--- config.mk ---
export PLATFORM = sky130hd
export DESIGN_NAME = tilemap_scheduler_flat
export DESIGN_NICKNAME = d
export VERILOG_FILES = /design/src/rtl/tilemap_scheduler_if.sv /design/src/rtl/tilemap_scheduler.sv /design/src/flat_wrapper.sv
export SDC_FILE = /design/constraint.sdc
export NUM_CORES = 1
export LEC_CHECK = 0
export CAP_MARGIN = 10
export CORE_MARGIN = 2
export CORE_UTILIZATION = 51
export DETAILED_ROUTE_END_ITERATION = 8
export GPL_TIMING_DRIVEN = 0
export HOLD_SLACK_MARGIN = 0.02
export PLACE_DENSITY = 0.89
export SLEW_MARGIN = 25
export SYNTH_ARGS = -nofsm -noshare
export SYNTH_HDL_FRONTEND = slang
export SYNTH_SLANG_ARGS = --single-unit
export TNS_END_PERCENT = 50
--- constraint.sdc ---
create_clock -name clk -period 3 [get_ports clk]
set_input_delay 0.6 -clock clk [delete_from_list [all_inputs] [get_ports clk]]
set_output_delay 0.6 -clock clk [all_outputs]
set_load 0.02 [all_outputs]
--- src/rtl/tilemap_scheduler_if.sv ---
// Map RAM read port and tile drawer handshake for the tilemap scheduler.
interface tilemap_scheduler_if;
  logic [8:0] map_addr;
  logic [7:0] map_data;
  logic [7:0] drawer_tile_address;
  logic [7:0] drawer_x;
  logic [7:0] drawer_y;
  logic       drawer_draw;
  logic       drawer_active;

  modport master (
    output map_addr,
    input  map_data,
    output drawer_tile_address,
    output drawer_x,
    output drawer_y,
    output drawer_draw,
    input  drawer_active
  );

  modport slave (
    input  map_addr,
    output map_data,
    input  drawer_tile_address,
    input  drawer_x,
    input  drawer_y,
    input  drawer_draw,
    output drawer_active
  );
endinterface

--- src/rtl/tilemap_scheduler.sv ---
// Walks the tile map row by row, reads each entry from a synchronous map RAM
// and hands every drawable tile to the tile drawer, one tile at a time.
// Coordinates are produced at 8 bits, so MAP_COLS*TILE_PX and
// MAP_ROWS*TILE_PX must not exceed 256, and MAP_COLS*MAP_ROWS must fit 9 bits.
module tilemap_scheduler #(
  parameter int         MAP_COLS  = 20,
  parameter int         MAP_ROWS  = 15,
  parameter int         TILE_PX   = 8,
  parameter logic [7:0] SKIP_TILE = 8'hFF
) (
  input  logic                clk,
  input  logic                resetn,
  input  logic                start,
  input  logic                abort,
  tilemap_scheduler_if.master bus,
  output logic                busy,
  output logic                done,
  output logic [8:0]          tiles_drawn
);

  localparam int         ACK_TIMEOUT = 4;
  localparam logic [7:0] LAST_COL    = 8'(MAP_COLS - 1);
  localparam logic [7:0] LAST_ROW    = 8'(MAP_ROWS - 1);

  typedef enum logic [2:0] {
    IDLE,
    FETCH,
    WAIT_DATA,
    ISSUE,
    WAIT_ACK,
    WAIT_DONE,
    ADVANCE,
    FINISH
  } state_t;

  state_t     state_q, state_d;
  logic [7:0] col_q, col_d;
  logic [7:0] row_q, row_d;
  logic [7:0] tile_q, tile_d;
  logic [7:0] x_q, x_d;
  logic [7:0] y_q, y_d;
  logic [8:0] count_q, count_d;
  logic [2:0] ack_cnt_q, ack_cnt_d;

  // State and datapath registers; reset clears everything asynchronously.
  always_ff @(posedge clk or negedge resetn) begin
    if (!resetn) begin
      state_q   <= IDLE;
      col_q     <= '0;
      row_q     <= '0;
      tile_q    <= '0;
      x_q       <= '0;
      y_q       <= '0;
      count_q   <= '0;
      ack_cnt_q <= '0;
    end else begin
      state_q   <= state_d;
      col_q     <= col_d;
      row_q     <= row_d;
      tile_q    <= tile_d;
      x_q       <= x_d;
      y_q       <= y_d;
      count_q   <= count_d;
      ack_cnt_q <= ack_cnt_d;
    end
  end

  // Next-state logic: fetch, filter skip entries, issue, wait out the drawer, step.
  always_comb begin
    state_d   = state_q;
    col_d     = col_q;
    row_d     = row_q;
    tile_d    = tile_q;
    x_d       = x_q;
    y_d       = y_q;
    count_d   = count_q;
    ack_cnt_d = '0;
    case (state_q)
      IDLE: begin
        if (start) begin
          col_d   = '0;
          row_d   = '0;
          count_d = '0;
          state_d = FETCH;
        end
      end
      FETCH: begin
        state_d = WAIT_DATA;
      end
      WAIT_DATA: begin
        if (bus.map_data == SKIP_TILE) begin
          state_d = ADVANCE;
        end else begin
          tile_d  = bus.map_data;
          x_d     = 8'(col_q * TILE_PX);
          y_d     = 8'(row_q * TILE_PX);
          state_d = ISSUE;
        end
      end
      ISSUE: begin
        count_d = count_q + 9'd1;
        state_d = WAIT_ACK;
      end
      WAIT_ACK: begin
        if (bus.drawer_active || (ack_cnt_q == 3'(ACK_TIMEOUT - 1))) begin
          state_d = WAIT_DONE;
        end else begin
          ack_cnt_d = ack_cnt_q + 3'd1;
        end
      end
      WAIT_DONE: begin
        if (!bus.drawer_active) begin
          state_d = ADVANCE;
        end
      end
      ADVANCE: begin
        if (abort) begin
          state_d = FINISH;
        end else if (col_q < LAST_COL) begin
          col_d   = col_q + 8'd1;
          state_d = FETCH;
        end else if (row_q < LAST_ROW) begin
          col_d   = '0;
          row_d   = row_q + 8'd1;
          state_d = FETCH;
        end else begin
          state_d = FINISH;
        end
      end
      FINISH: begin
        state_d = IDLE;
      end
      default: begin
        state_d = IDLE;
      end
    endcase
  end

  assign bus.map_addr            = 9'(row_q * MAP_COLS + col_q);
  assign bus.drawer_tile_address = tile_q;
  assign bus.drawer_x            = x_q;
  assign bus.drawer_y            = y_q;
  assign bus.drawer_draw         = (state_q == ISSUE);
  assign busy                    = (state_q != IDLE);
  assign done                    = (state_q == FINISH);
  assign tiles_drawn             = count_q;

endmodule

--- src/flat_wrapper.sv ---
// flat-port wrapper written by rule: the top's interface ports become plain ports
module tilemap_scheduler_flat 
#(
  parameter int         MAP_COLS  = 20,
  parameter int         MAP_ROWS  = 15,
  parameter int         TILE_PX   = 8,
  parameter logic [7:0] SKIP_TILE = 8'hFF
)
  (clk, resetn, start, abort, busy, done, tiles_drawn, bus_map_addr, bus_map_data, bus_drawer_tile_address, bus_drawer_x, bus_drawer_y, bus_drawer_draw, bus_drawer_active);
  tilemap_scheduler_if bus_i ();
  input  logic clk;
  input  logic resetn;
  input  logic start;
  input  logic abort;
  output logic busy;
  output logic done;
  output logic [8:0] tiles_drawn;
  output wire logic [$bits(bus_i.map_addr)-1:0] bus_map_addr;
  input wire logic [$bits(bus_i.map_data)-1:0] bus_map_data;
  output wire logic [$bits(bus_i.drawer_tile_address)-1:0] bus_drawer_tile_address;
  output wire logic [$bits(bus_i.drawer_x)-1:0] bus_drawer_x;
  output wire logic [$bits(bus_i.drawer_y)-1:0] bus_drawer_y;
  output wire logic [$bits(bus_i.drawer_draw)-1:0] bus_drawer_draw;
  input wire logic [$bits(bus_i.drawer_active)-1:0] bus_drawer_active;
  assign bus_map_addr = bus_i.map_addr;
  assign bus_i.map_data = bus_map_data;
  assign bus_drawer_tile_address = bus_i.drawer_tile_address;
  assign bus_drawer_x = bus_i.drawer_x;
  assign bus_drawer_y = bus_i.drawer_y;
  assign bus_drawer_draw = bus_i.drawer_draw;
  assign bus_i.drawer_active = bus_drawer_active;
  tilemap_scheduler #(.MAP_COLS(MAP_COLS), .MAP_ROWS(MAP_ROWS), .TILE_PX(TILE_PX), .SKIP_TILE(SKIP_TILE)) u_core (.clk(clk), .resetn(resetn), .start(start), .abort(abort), .bus(bus_i), .busy(busy), .done(done), .tiles_drawn(tiles_drawn));
endmodule
After elaboration in Yosys (flattened, before gate mapping)
Index checks and enable logic that the tools add are counted.

storage, ports and cells
  register bits = 49
  input port bits = 13
  output and inout port bits = 45
  word-level logic and storage cells = 64

operators by class
  $add $sub $neg = 5
  $mul = 1
  $lt $le $gt $ge = 2
  equality and inequality tests = 16
  multiplexer cells = 21
  bitwise logic cells = 1
  reductions and logical operators = 10

operators with widths
  cell                   count
  $mux W8                7
  $pmux W8 S2            2
  $mux W3                9
  $pmux W3 S8            1
  $pmux W9 S2            1
  $add A8 B1 Y8 const B  2
  $eq A3 B3 Y1 const B   4
  $add A9 B1 Y9 const B  1
  $add A9 B8 Y9          1
  $eq A3 B2 Y1 const B   3
  $mux W9                1
  $eq A8 B8 Y1 const B   1
  $lt A8 B4 Y1 const B   1
  $lt A8 B5 Y1 const B   1
  $mul A8 B3 Y7 const B  1
  $ne A2 B2 Y1 const B   4
  $reduce_and A5 Y1      1
  $ne A2 B1 Y1 const B   2
  $reduce_and A2 Y1      2
  $reduce_and A4 Y1      1
  $reduce_bool A2 Y1     2
  $add A3 B1 Y3 const B  1
  $eq A3 B1 Y1 const B   1
  $logic_not A3 Y1       1
  5 further kinds        5

Logic depth before layout (Yosys ltp)
Gate-level depths: netlist of the first run.

  depth after elaboration = 5
  depth in mapped cells = 8
  depth with buffers taken out = 8

Worst setup path before layout of the first run
OpenSTA, ideal clock, no wires.

  path kind = reg2out
  start point = register u_core.row_q[1]
  end point = output bus_map_addr[8]
  arrival time = 2.405 ns
  required time = 2.400 ns
  setup slack = -0.005 ns
  cell stages (with the launch flop) = 9
  path through = dfrtp_1 > ha_1 > ha_1 > fa_1 > ha_1 > o21ai_0 > o21bai_1 > a21oi_1 > xnor2_1

on the way
  longest elaborated chain between the ends = 2

ends and longest elaborated chain
  what                    RTL line                  RTL
  from (decl)             tilemap_scheduler.sv:38   logic [7:0] row_q, row_d;
  from (signal assigned)  tilemap_scheduler.sv:59   row_q <= row_d;
  $mul A8 B3 Y7           tilemap_scheduler.sv:139  assign bus.map_addr = 9'(row_q * MAP_COLS + col_q);
  $add A9 B8 Y9           tilemap_scheduler.sv:139
  to (decl)               flat_wrapper.sv:18        output wire logic [$bits(bus_i.map_addr)-1:0] bus_map_addr;

No other way between the ends.

Worst setup path after layout of the first run
  start point = register u_core.row_q[3]
  end point = output bus_map_addr[8]

The elaborated chain is that of the path after synthesis.

==> results of run 1 <==
critical path: cells and delay by family, from the launching register on:
kind	cells	cell delay, ns
adders and majority gates	4	1.16
AOI/OAI and AO/OA	3	0.33
DFF	1	0.44
xor gates and xnor gates	1	0.12
buffers and inverters	1	0.15
synth_stat cells (2+ instances only):
| library cell | instances | share of area |
|---|---|---|
| dfrtp_1 | 49 | 0.46 |
| a21oi_1 | 9 | 0.017 |
| o21bai_1 | 2 | 0.0057 |
| nor2b_1 | 6 | 0.014 |
| nand2_1 | 21 | 0.030 |
| mux2_2 | 17 | 0.072 |
| nor2_1 | 22 | 0.031 |
| ha_1 | 18 | 0.085 |
| and3_1 | 5 | 0.012 |
| xnor2_1 | 8 | 0.026 |
| or3_1 | 2 | 0.0047 |
| nand4_1 | 6 | 0.014 |
| clkbuf_1 | 3 | 0.0043 |
| inv_1 | 9 | 0.013 |
| o21ai_0 | 14 | 0.026 |
| mux2i_1 | 5 | 0.019 |
| a41oi_1 | 2 | 0.0066 |
| nor4_1 | 2 | 0.0047 |
| a21o_1 | 3 | 0.0085 |
| buf_2 | 2 | 0.0038 |
| nand3_1 | 3 | 0.0057 |
| a22o_1 | 2 | 0.0066 |
| buf_4 | 8 | 0.023 |
| and2_1 | 3 | 0.0071 |
| a32o_1 | 2 | 0.0076 |
| fa_1 | 2 | 0.015 |
state kept, by name, indices dropped and copies added (netlist names):
register	count
u_core.bus.drawer_y	5
u_core.ack_cnt_q	3
u_core.bus.drawer_x	5
u_core.bus.drawer_tile_address	8
u_core.tiles_drawn	9
u_core.row_q	8
u_core.state_q	3
u_core.col_q	8
per-stage QoR:
step	setup slack, ns	instances	cell area [um2]	util	setup TNS, ns
after floorplan	0.0862	251	2670	-	0
after global placement	-0.616	372	3270	0.649	-1.56
after detailed placement	-0.661	372	3270	0.648	-1.38
after CTS	-0.175	386	3470	0.687	-0.175
after global routing	-0.210	387	3500	0.695	-0.329
final	-0.110	387	3500	0.695	-0.127
cell type report:
cell class | count | area (um2)
Fill cell | 366 | 1540
Multi-Input combinational cell | 179 | 1400
Sequential cell | 49 | 1230
Timing Repair Buffer | 58 | 556
Tap cell | 70 | 87.6
Buffer | 13 | 81.3
Clock buffer | 6 | 72.6
Clock inverter | 2 | 38.8
Inverter | 10 | 37.5
cells in the final DEF (no fill, tap or decap), types with 3 or more instances in the layout:
| cell | n |
|---|---|
| a21o_1 | 3 |
| clkbuf_1 | 4 |
| conb_1 | 6 |
| dfrtp_1 | 44 |
| clkdlybuf4s50_1 | 46 |
| o21ai_0 | 13 |
| nand3_1 | 3 |
| ha_1 | 14 |
| xnor2_1 | 6 |
| nor2_1 | 22 |
| nand2_1 | 21 |
| clkbuf_8 | 5 |
| mux2_2 | 17 |
| nor2b_1 | 6 |
| nand4_1 | 6 |
| a21oi_1 | 8 |
| mux2i_1 | 5 |
| inv_1 | 9 |
| and3_1 | 5 |
| buf_4 | 19 |
| and2_1 | 3 |
| dfrtp_2 | 5 |
| ha_4 | 4 |
cells by family after synthesis:
group | Yosys count | synth area share
xor gates and xnor gates | 9 | 0.0298
and+or+nand+nor | 79 | 0.158
adders and majority gates | 20 | 0.100
buffers and inverters | 23 | 0.0449
DFF | 49 | 0.463
muxes | 22 | 0.0912
other | 1 | 0.00142
AOI/OAI and AO/OA | 43 | 0.111
metal layers:
layer,up-vias,track usage,routed length [um]
met4,0,0.0509,92
met2,66,0.395,3060
li1,993,-,-
met5,-,0,0
met1,1034,0.252,2380
met3,11,0.0569,411
report_power, final:
| group | internal [W] | switching, W | leakage (nW) |
|---|---|---|---|
| logic | 0.000500 | 0.000567 | 0.978 |
| clock network | 0.000250 | 0.000223 | 0.0554 |
| registers | 0.000793 | 0.000104 | 0.649 |
| total | 0.00154 | 0.000894 | 1.68 |
final timing paths:
kind	startpoint	end	slack, ns	cells after the start
worst max-delay path	u_core.row_q[3]$_DFFE_PN0P_	bus_map_addr[8]	-0.11	9
worst min-delay path	resetn	u_core.bus.drawer_tile_address[2]$_DFFE_PN0P_	0.31	1
worst max register to register	u_core.col_q[0]$_DFFE_PN0P_	u_core.col_q[2]$_DFFE_PN0P_	0.89	6
worst min register to register	u_core.ack_cnt_q[0]$_DFF_PN0_	u_core.ack_cnt_q[0]$_DFF_PN0_	0.44	1
max in group asynchronous	resetn	u_core.row_q[0]$_DFFE_PN0P_	2.25	1
min in group clk	u_core.ack_cnt_q[0]$_DFF_PN0_	u_core.ack_cnt_q[0]$_DFF_PN0_	0.44	1
timing repair:
| action | CTS | global route |
|---|---|---|
| endpoints found under the setup margin | 4 | 4 |
| cloned | 0 | 0 |
| resized for setup | 26 | 6 |
| pin swaps | 7 | 3 |
| buffers inserted | 6 | 1 |
==> results.txt, run 1 <==
Clock Tree Buf Depth - 2
WHS - 0.311 ns
# Max-Cap Violations - 0
Floorplan Core Area - 0.00504 mm2
CP startpoint kind - flip-flop
Slew @ Worst Pin - 0.729 ns
leak pwr - 1.68 nW
synth unique cells - 47
GRT overflow - 0
Total Routing Usage GR - 0.215
Antenna diodes - 0
fin nets - 349
CTS tree - yes
number of global-route vias before repair - 2231
routed length per placed instance - 15.3 um
DR pass1 iterations - 4
crit path DAT - 2.51 ns
hold buffer count at cts - 0
Worst VDD drop - 0.831 mV
Num CTS Buffers - 5
Slew Limit Fails - 0
Main synth FF type - dfrtp_1
Clock Latency Late Sink - 0.30 ns
die area - 0.00578 mm2
Ports - 58
PD cells - 696 mW/mm2
ANT nets after route - 0
Slowest-stage cell, CP - fa_2
dpl hpwl - 4230 um
HP Class - in -> async
Max Clock Freq - 322 MHz
CP dominant cell by count - ha_4
mean post-synth cell area - 10.8 um2
Period Utilization, post-route - 1.04
vias per std cell - 5.44
share of layout cells above drive strength 1 - 0.205
Residual DRC - 0
chip width - 76.1 um
post-synthesis async set-or-reset flop share - 1.00
status - finished, violations left
Clock Skew - 0.00407 ns
Worst Setup End Kind - output pin
initial core utilization - 0.525
port bufs - 51
Critical Path Max Stage Delay - 0.54 ns
cell-by-cell trace of the critical path - ha_4 -> ha_4 -> fa_2 -> ha_4 -> o21ai_2 -> o21bai_1 -> a21oi_2 -> xnor2_2 -> buf_4
vias - 2104
Final GP Congestion - 0.775
sequential fraction of the synthesis area - 0.463
Final setup viols - 2
violated checks - setup timing
CTS Root Cell - clkbuf_8
Tmin final - 3.11 ns
register clock-pin slew on the reported worst setup and hold paths - 0.09 ns
cell area after synthesis - 0.00265 mm2
Post-synth EDFFs - 0
Setup CP Type - reg -> out
Rows - 26
DRT Wirelength - 5940 um
Max Fanout on Critical Path - 3
Ys Warns - 0
Clock Sinks - 49
RSZ-0062 raised after global routing - yes
Worst EP required - 2.40 ns
Slew HR - 0.514
antenna violations before repair - 0
largest net degree at the start of global routing - 50
DRT iter0 DRCs - 138
Yosys reg bits - 49
depth of the CTS H-tree - 2
total power - 0.00244 W
Layout area overhead - 32.3%
Final Hold Fails - 0
Die H - 76.1 um
Syn Inst Count - 246
first-pass GRT wire length - 10100 um
post-route setup slack - -0.110 ns
Note: power is estimated with default switching activity, not from simulation.
==> inputs of run 2 (changes only) <==
--- a/config.mk
+++ b/config.mk
@@ -11,6 +11,7 @@
 export DETAILED_ROUTE_END_ITERATION = 8
 export GPL_TIMING_DRIVEN = 0
 export HOLD_SLACK_MARGIN = 0.02
+export MAX_ROUTING_LAYER = met4
 export PLACE_DENSITY = 0.89
 export SLEW_MARGIN = 25
 export SYNTH_ARGS = -nofsm -noshare
==> run 2 against run 1 <==
Against the previous run: the run still ends with setup timing left; final area did not move; power barely moved; critical path depth did not move; fmax barely moved; core utilization did not move; wire length rose by 0.25%; largest cell class unchanged; combinational power barely moved; non-clock buffer count did not move; clock power barely moved.
==> results.txt, run 2 (synthesis gave the netlist of run 1 again) <==
status - finished, violations left
violated checks - setup timing
Period Utilization, post-route - 1.04
share of layout cells above drive strength 1 - 0.205
Clk pwr share - 0.194
Antenna diodes - 0
CP dominant cell by count - ha_4
vias - 2093
post-route setup TNS - -0.123 ns
max reg flops - 9
routed length per placed instance - 15.4 um
Critical Path Max Stage Delay - 0.54 ns
Clock Skew - 0.00476 ns
Setup CP Type - reg -> out
Floorplan Core Area - 0.00504 mm2
first-pass GRT wire length - 10100 um
Clock Tree Buf Depth - 2
Max Fanout on Critical Path - 3
Final GP Congestion - 0.785
RR Startpoint - u_core.col_q[0]$_DFFE_PN0P_
Rows - 26
PD cells - 696 mW/mm2
register clock-pin slew on the reported worst setup and hold paths - 0.09 ns
placed insts - 372
DRT Wirelength - 5960 um
leak pwr - 1.68 nW
most frequent cells in the layout - 46 x clkdlybuf4s50_1, 44 x dfrtp_1, 22 x nor2_1
HP Class - in -> async
Switching Fraction - 0.367
die area - 0.00578 mm2
dpl hpwl - 4230 um
Worst EP required - 2.40 ns
largest net degree at the start of global routing - 50
CTS tree - yes
GRT overflow - 0
RSZ-0062 raised after global routing - yes
depth of the CTS H-tree - 2
number of global-route vias before repair - 2246
Slew @ Worst Pin - 0.721 ns
Final Hold Fails - 0
antenna violations before repair - 0
fin cells - 387
CTS Root Cell - clkbuf_8
Tmin final - 3.11 ns
Slew HR - 0.519
initial core utilization - 0.525
Num CTS Buffers - 5
post-route setup slack - -0.109 ns
sequential power share - 0.368
most common cell after layout, fill and taps aside - clkdlybuf4s50_1
P_sw - 0.000895 W
Die H - 76.1 um
Layout area overhead - 32.3%
final core utilization - 0.695
Ports - 58
Worst Setup End Kind - output pin
DR pass1 iterations - 4
Residual DRC - 0
Worst VDD drop - 0.832 mV
crit path DAT - 2.51 ns
P_int - 0.00154 W
Slowest-stage cell, CP - fa_2
fin nets - 349
Total Routing Usage GR - 0.221
vias per std cell - 5.41
Combinational Power Share - 0.438
Fillers - 366
port bufs - 51
Max Clock Freq - 322 MHz
ANT nets after route - 0
# Max-Cap Violations - 0
cell-by-cell trace of the critical path - ha_1 -> ha_4 -> fa_2 -> ha_4 -> o21ai_2 -> o21bai_1 -> a21oi_2 -> xnor2_2 -> buf_4
Critical path origin - u_core.row_q[2]$_DFFE_PN0P_
CP startpoint kind - flip-flop
Clock Latency Late Sink - 0.30 ns
Slew Limit Fails - 0
chip width - 76.1 um
DRT iter0 DRCs - 102
Final setup viols - 2
Clock Sinks - 49
-- run 2: cell counts in the layout (fill, tap and decap cells not counted) --
No cell type changed its count.
-- run 2: per-layer routing --
layer,up-vias,part of all wire,global-route usage
li1,989,-,-
met2,77,0.51,0.396
met5,-,0,-
met4,0,0.014,0.0509
met3,10,0.063,0.0450
met1,1017,0.41,0.258
-- run 2: what timing repair did --
item / in CTS / in global routing
pin swaps: 7 / 3
hold endpoints to repair: 0 / 0
resized for setup: 26 / 6
setup buffers: 6 / 1
hold buffers: 0 / 0
setup endpoints to repair: 4 / 4
-- run 2: area by class of cell --
cell class | count | area [um2] | share of cell area
buffer | 13 | 81.3 | 0.0232
clock buffer | 6 | 72.6 | 0.0207
clock inverter | 2 | 38.8 | 0.0111
inverter | 10 | 37.5 | 0.0107
multi-input combinational | 179 | 1400 | 0.399
sequential | 49 | 1230 | 0.352
tap | 70 | 87.6 | 0.0250
timing repair buffer | 58 | 556 | 0.159
-- run 2: through the flow --
step	power, W	hold WS [ns]	instance area (um2)	setup WS [ns]
4_1_cts	0.00244	0.324	3470	-0.175
3_5_place_dp	0.00194	0.437	3270	-0.661
5_1_grt	0.00257	0.359	3500	-0.210
2_1_floorplan	0.00152	0.304	2670	0.0862
6_report	0.00244	0.309	3500	-0.109
3_3_place_gp	0.00189	0.419	3270	-0.616
-- run 2: power by group through the flow --
stage | Sequential, W | Clock (W) | Combinational, W
2_1_floorplan | 0.00100 | 0 | 0.000515
3_3_place_gp | 0.000903 | 0 | 0.000983
3_5_place_dp | 0.000918 | 0 | 0.00102
4_1_cts | 0.000896 | 0.000479 | 0.00107
5_1_grt | 0.000916 | 0.000505 | 0.00115
6_report | 0.000897 | 0.000473 | 0.00107
-- run 2: path summary, 6_finish.rpt --
path / endpoint / slack, ns / cells after the start
min in group clk: u_core.ack_cnt_q[0]$_DFF_PN0_ / 0.44 / 1
min: u_core.ack_cnt_q[0]$_DFF_PN0_ / 0.31 / 1
max: bus_map_addr[8] / -0.11 / 9
min reg2reg: u_core.ack_cnt_q[0]$_DFF_PN0_ / 0.44 / 1
max in group asynchronous: u_core.row_q[3]$_DFFE_PN0P_ / 2.24 / 1
max reg2reg: u_core.col_q[2]$_DFFE_PN0P_ / 0.88 / 6
-- run 2: worst max-delay path: cells and delay by family (launching register included) --
family                   cells  cell delay (ns)
flip-flops                   1             0.43
buffers and inverters        1             0.15
XOR/XNOR                     1             0.12
AO/OA/AOI/OAI                3             0.33
adder cells (fa/ha/maj)      4             1.17
==> inputs of run 3 (changes only) <==
--- a/config.mk
+++ b/config.mk
@@ -7,12 +7,14 @@
 export LEC_CHECK = 0
 export CAP_MARGIN = 10
 export CORE_MARGIN = 2
-export CORE_UTILIZATION = 51
+export CORE_UTILIZATION = 52
+export CTS_BUF_LIST = sky130_fd_sc_hd__clkbuf_4
 export DETAILED_ROUTE_END_ITERATION = 8
+export GPL_ROUTABILITY_DRIVEN = 0
 export GPL_TIMING_DRIVEN = 0
 export HOLD_SLACK_MARGIN = 0.02
 export MAX_ROUTING_LAYER = met4
-export PLACE_DENSITY = 0.89
+export PLACE_DENSITY = 0.91
 export SLEW_MARGIN = 25
 export SYNTH_ARGS = -nofsm -noshare
 export SYNTH_HDL_FRONTEND = slang
==> run 3 against run 2 <==
Against the previous run: the flow still finishes with violations (setup timing); fmax down 3.5%; final cell count down 0.52%; core utilization up 3.9 points; first-iteration DRC count up 26%; power down 4.3%; via count down 1.2%; clock skew up 0.014 ns; hold slack worse by 0.11 ns; critical endpoint unchanged.
==> results.txt, run 3 (synthesis gave the netlist of run 1 again) <==
status - finished, violations left
violated checks - setup timing
Clock Skew - 0.0192 ns
Layout area overhead - 33.4%
share of layout cells above drive strength 1 - 0.230
CTS tree - yes
Slew HR - 0.527
Residual DRC - 0
Rows - 25
GRT overflow - 0
final core utilization - 0.733
CP dominant cell by count - ha_4
Max Fanout on Critical Path - 3
Worst Setup End Kind - output pin
chip width - 75.4 um
ANT nets after route - 0
Slowest-stage cell, CP - dfrtp_2
crit path DAT - 2.62 ns
CP startpoint kind - flip-flop
depth of the CTS H-tree - 2
Slew Limit Fails - 0
Final setup viols - 2
worst path bufs/invs - 1
PD cells - 661 mW/mm2
Critical Path Max Stage Delay - 0.46 ns
Ports - 58
cell-by-cell trace of the critical path - ha_4 -> ha_4 -> fa_2 -> ha_4 -> o21ai_2 -> o21bai_1 -> a21oi_2 -> xnor2_2 -> buf_4
delay-heaviest family, CP - adder cells
fin nets - 350
dpl hpwl - 3770 um
R2R Path End - u_core.col_q[2]$_DFFE_PN0P_
vias - 2067
Max Clock Freq - 310 MHz
Num CTS Buffers - 5
routed length per placed instance - 14.3 um
DRT iter0 DRCs - 129
Slew @ Worst Pin - 0.710 ns
DR pass1 iterations - 4
vias per std cell - 5.37
number of global-route vias before repair - 2010
DRT Wirelength - 5520 um
port bufs - 51
Die H - 75.4 um
Antenna diodes - 0
Final Hold Fails - 0
hold buffer count at cts - 0
worst-case reg-to-reg path depth - 6
Setup CP Type - reg -> out
CTS Root Cell - clkbuf_4
Period Utilization, post-route - 1.07
Total Routing Usage GR - 0.214
Worst VDD drop - 0.436 mV
post-route setup slack - -0.221 ns
largest net degree at the start of global routing - 50
register clock-pin slew on the reported worst setup and hold paths - 0.16 ns
RR Startpoint - u_core.col_q[0]$_DFFE_PN0P_
initial core utilization - 0.550
leak pwr - 1.67 nW
die area - 0.00568 mm2
first-pass GRT wire length - 8870 um
Clock Latency Late Sink - 0.39 ns
WHS - 0.202 ns
Floorplan Core Area - 0.00482 mm2
# Max-Cap Violations - 0
Tmin final - 3.22 ns
Clock Sinks - 49
Worst EP required - 2.40 ns
antenna violations before repair - 0
most frequent cells in the layout - 45 x clkdlybuf4s50_1, 45 x dfrtp_1, 22 x nor2_1
RSZ-0062 raised after global routing - yes
reg-to-reg setup timing slack - 0.95 ns
max reg flops - 9
HP Class - in -> async
Clock Tree Buf Depth - 2
run 3: cell count changes in the layout (fill, tap and decap cells not counted), moves of 2 or more:
cell | before | now
clkbuf_4 | 0 | 5
clkbuf_8 | 5 | 0
ha_1 | 14 | 10
ha_4 | 4 | 7
a21oi_1 | 8 | 6
a21oi_2 | 1 | 3
run 3: area by class of cell:
cell class | count | area, um2
multi-input combinational | 179 | 1450
clock inverter | 3 | 43.8
inverter | 10 | 37.5
buffer | 13 | 81.3
fill | 353 | 1280
tap | 67 | 83.8
timing repair buffer | 59 | 566
clock buffer | 5 | 37.5
sequential | 49 | 1230
run 3: metrics by stage:
| step | std cells | TNS (ns) | cell area [um2] | setup WS (ns) | power (W) |
|---|---|---|---|---|---|
| 6_report | 385 | -0.269 | 3530 | -0.221 | 0.00233 |
| 5_1_grt | 385 | -0.502 | 3530 | -0.313 | 0.00247 |
| 4_1_cts | 383 | -0.241 | 3480 | -0.206 | 0.00234 |
| 3_5_place_dp | 369 | -1.31 | 3270 | -0.619 | 0.00191 |
| 3_3_place_gp | 369 | -1.49 | 3270 | -0.601 | 0.00188 |
| 2_1_floorplan | 251 | 0 | 2670 | 0.0862 | 0.00152 |
run 3: where the power goes:
part / switching (W) / leakage [nW] / internal [W]
clock: 0.000228 / 0.0456 / 0.000177
combinational: 0.000545 / 0.976 / 0.000494
sequential: 0.0000976 / 0.650 / 0.000792
total: 0.000871 / 1.67 / 0.00146
run 3: worst max-delay path by stage:
stage / from / to / slack (ns) / depth (start not counted)
3_5_place_dp: u_core.row_q[1]$_DFFE_PN0P_ / bus_map_addr[8] / -0.62 / 9
5_1_grt: u_core.row_q[3]$_DFFE_PN0P_ / bus_map_addr[8] / -0.31 / 9
6_report: u_core.row_q[3]$_DFFE_PN0P_ / bus_map_addr[8] / -0.22 / 9
2_1_floorplan: u_core.row_q[1]$_DFFE_PN0P_ / bus_map_addr[8] / 0.09 / 8
4_1_cts: u_core.row_q[3]$_DFFE_PN0P_ / bus_map_addr[8] / -0.21 / 9
3_3_place_gp: u_core.row_q[1]$_DFFE_PN0P_ / bus_map_addr[8] / -0.60 / 9
run 3: timing repair:
item | 4_1_cts | 5_1_grt
resized for setup | 34 | 6
buffers inserted | 6 | 2
pin swaps | 9 | 3
endpoints found under the setup margin | 4 | 4
hold endpoints to repair | 0 | 0
run 3: routing by layer:
metal  track usage  part of all wire
met2         0.354              0.49
met4        0.0663             0.013
met3        0.0476             0.052
met5             -                 0
met1         0.265              0.44
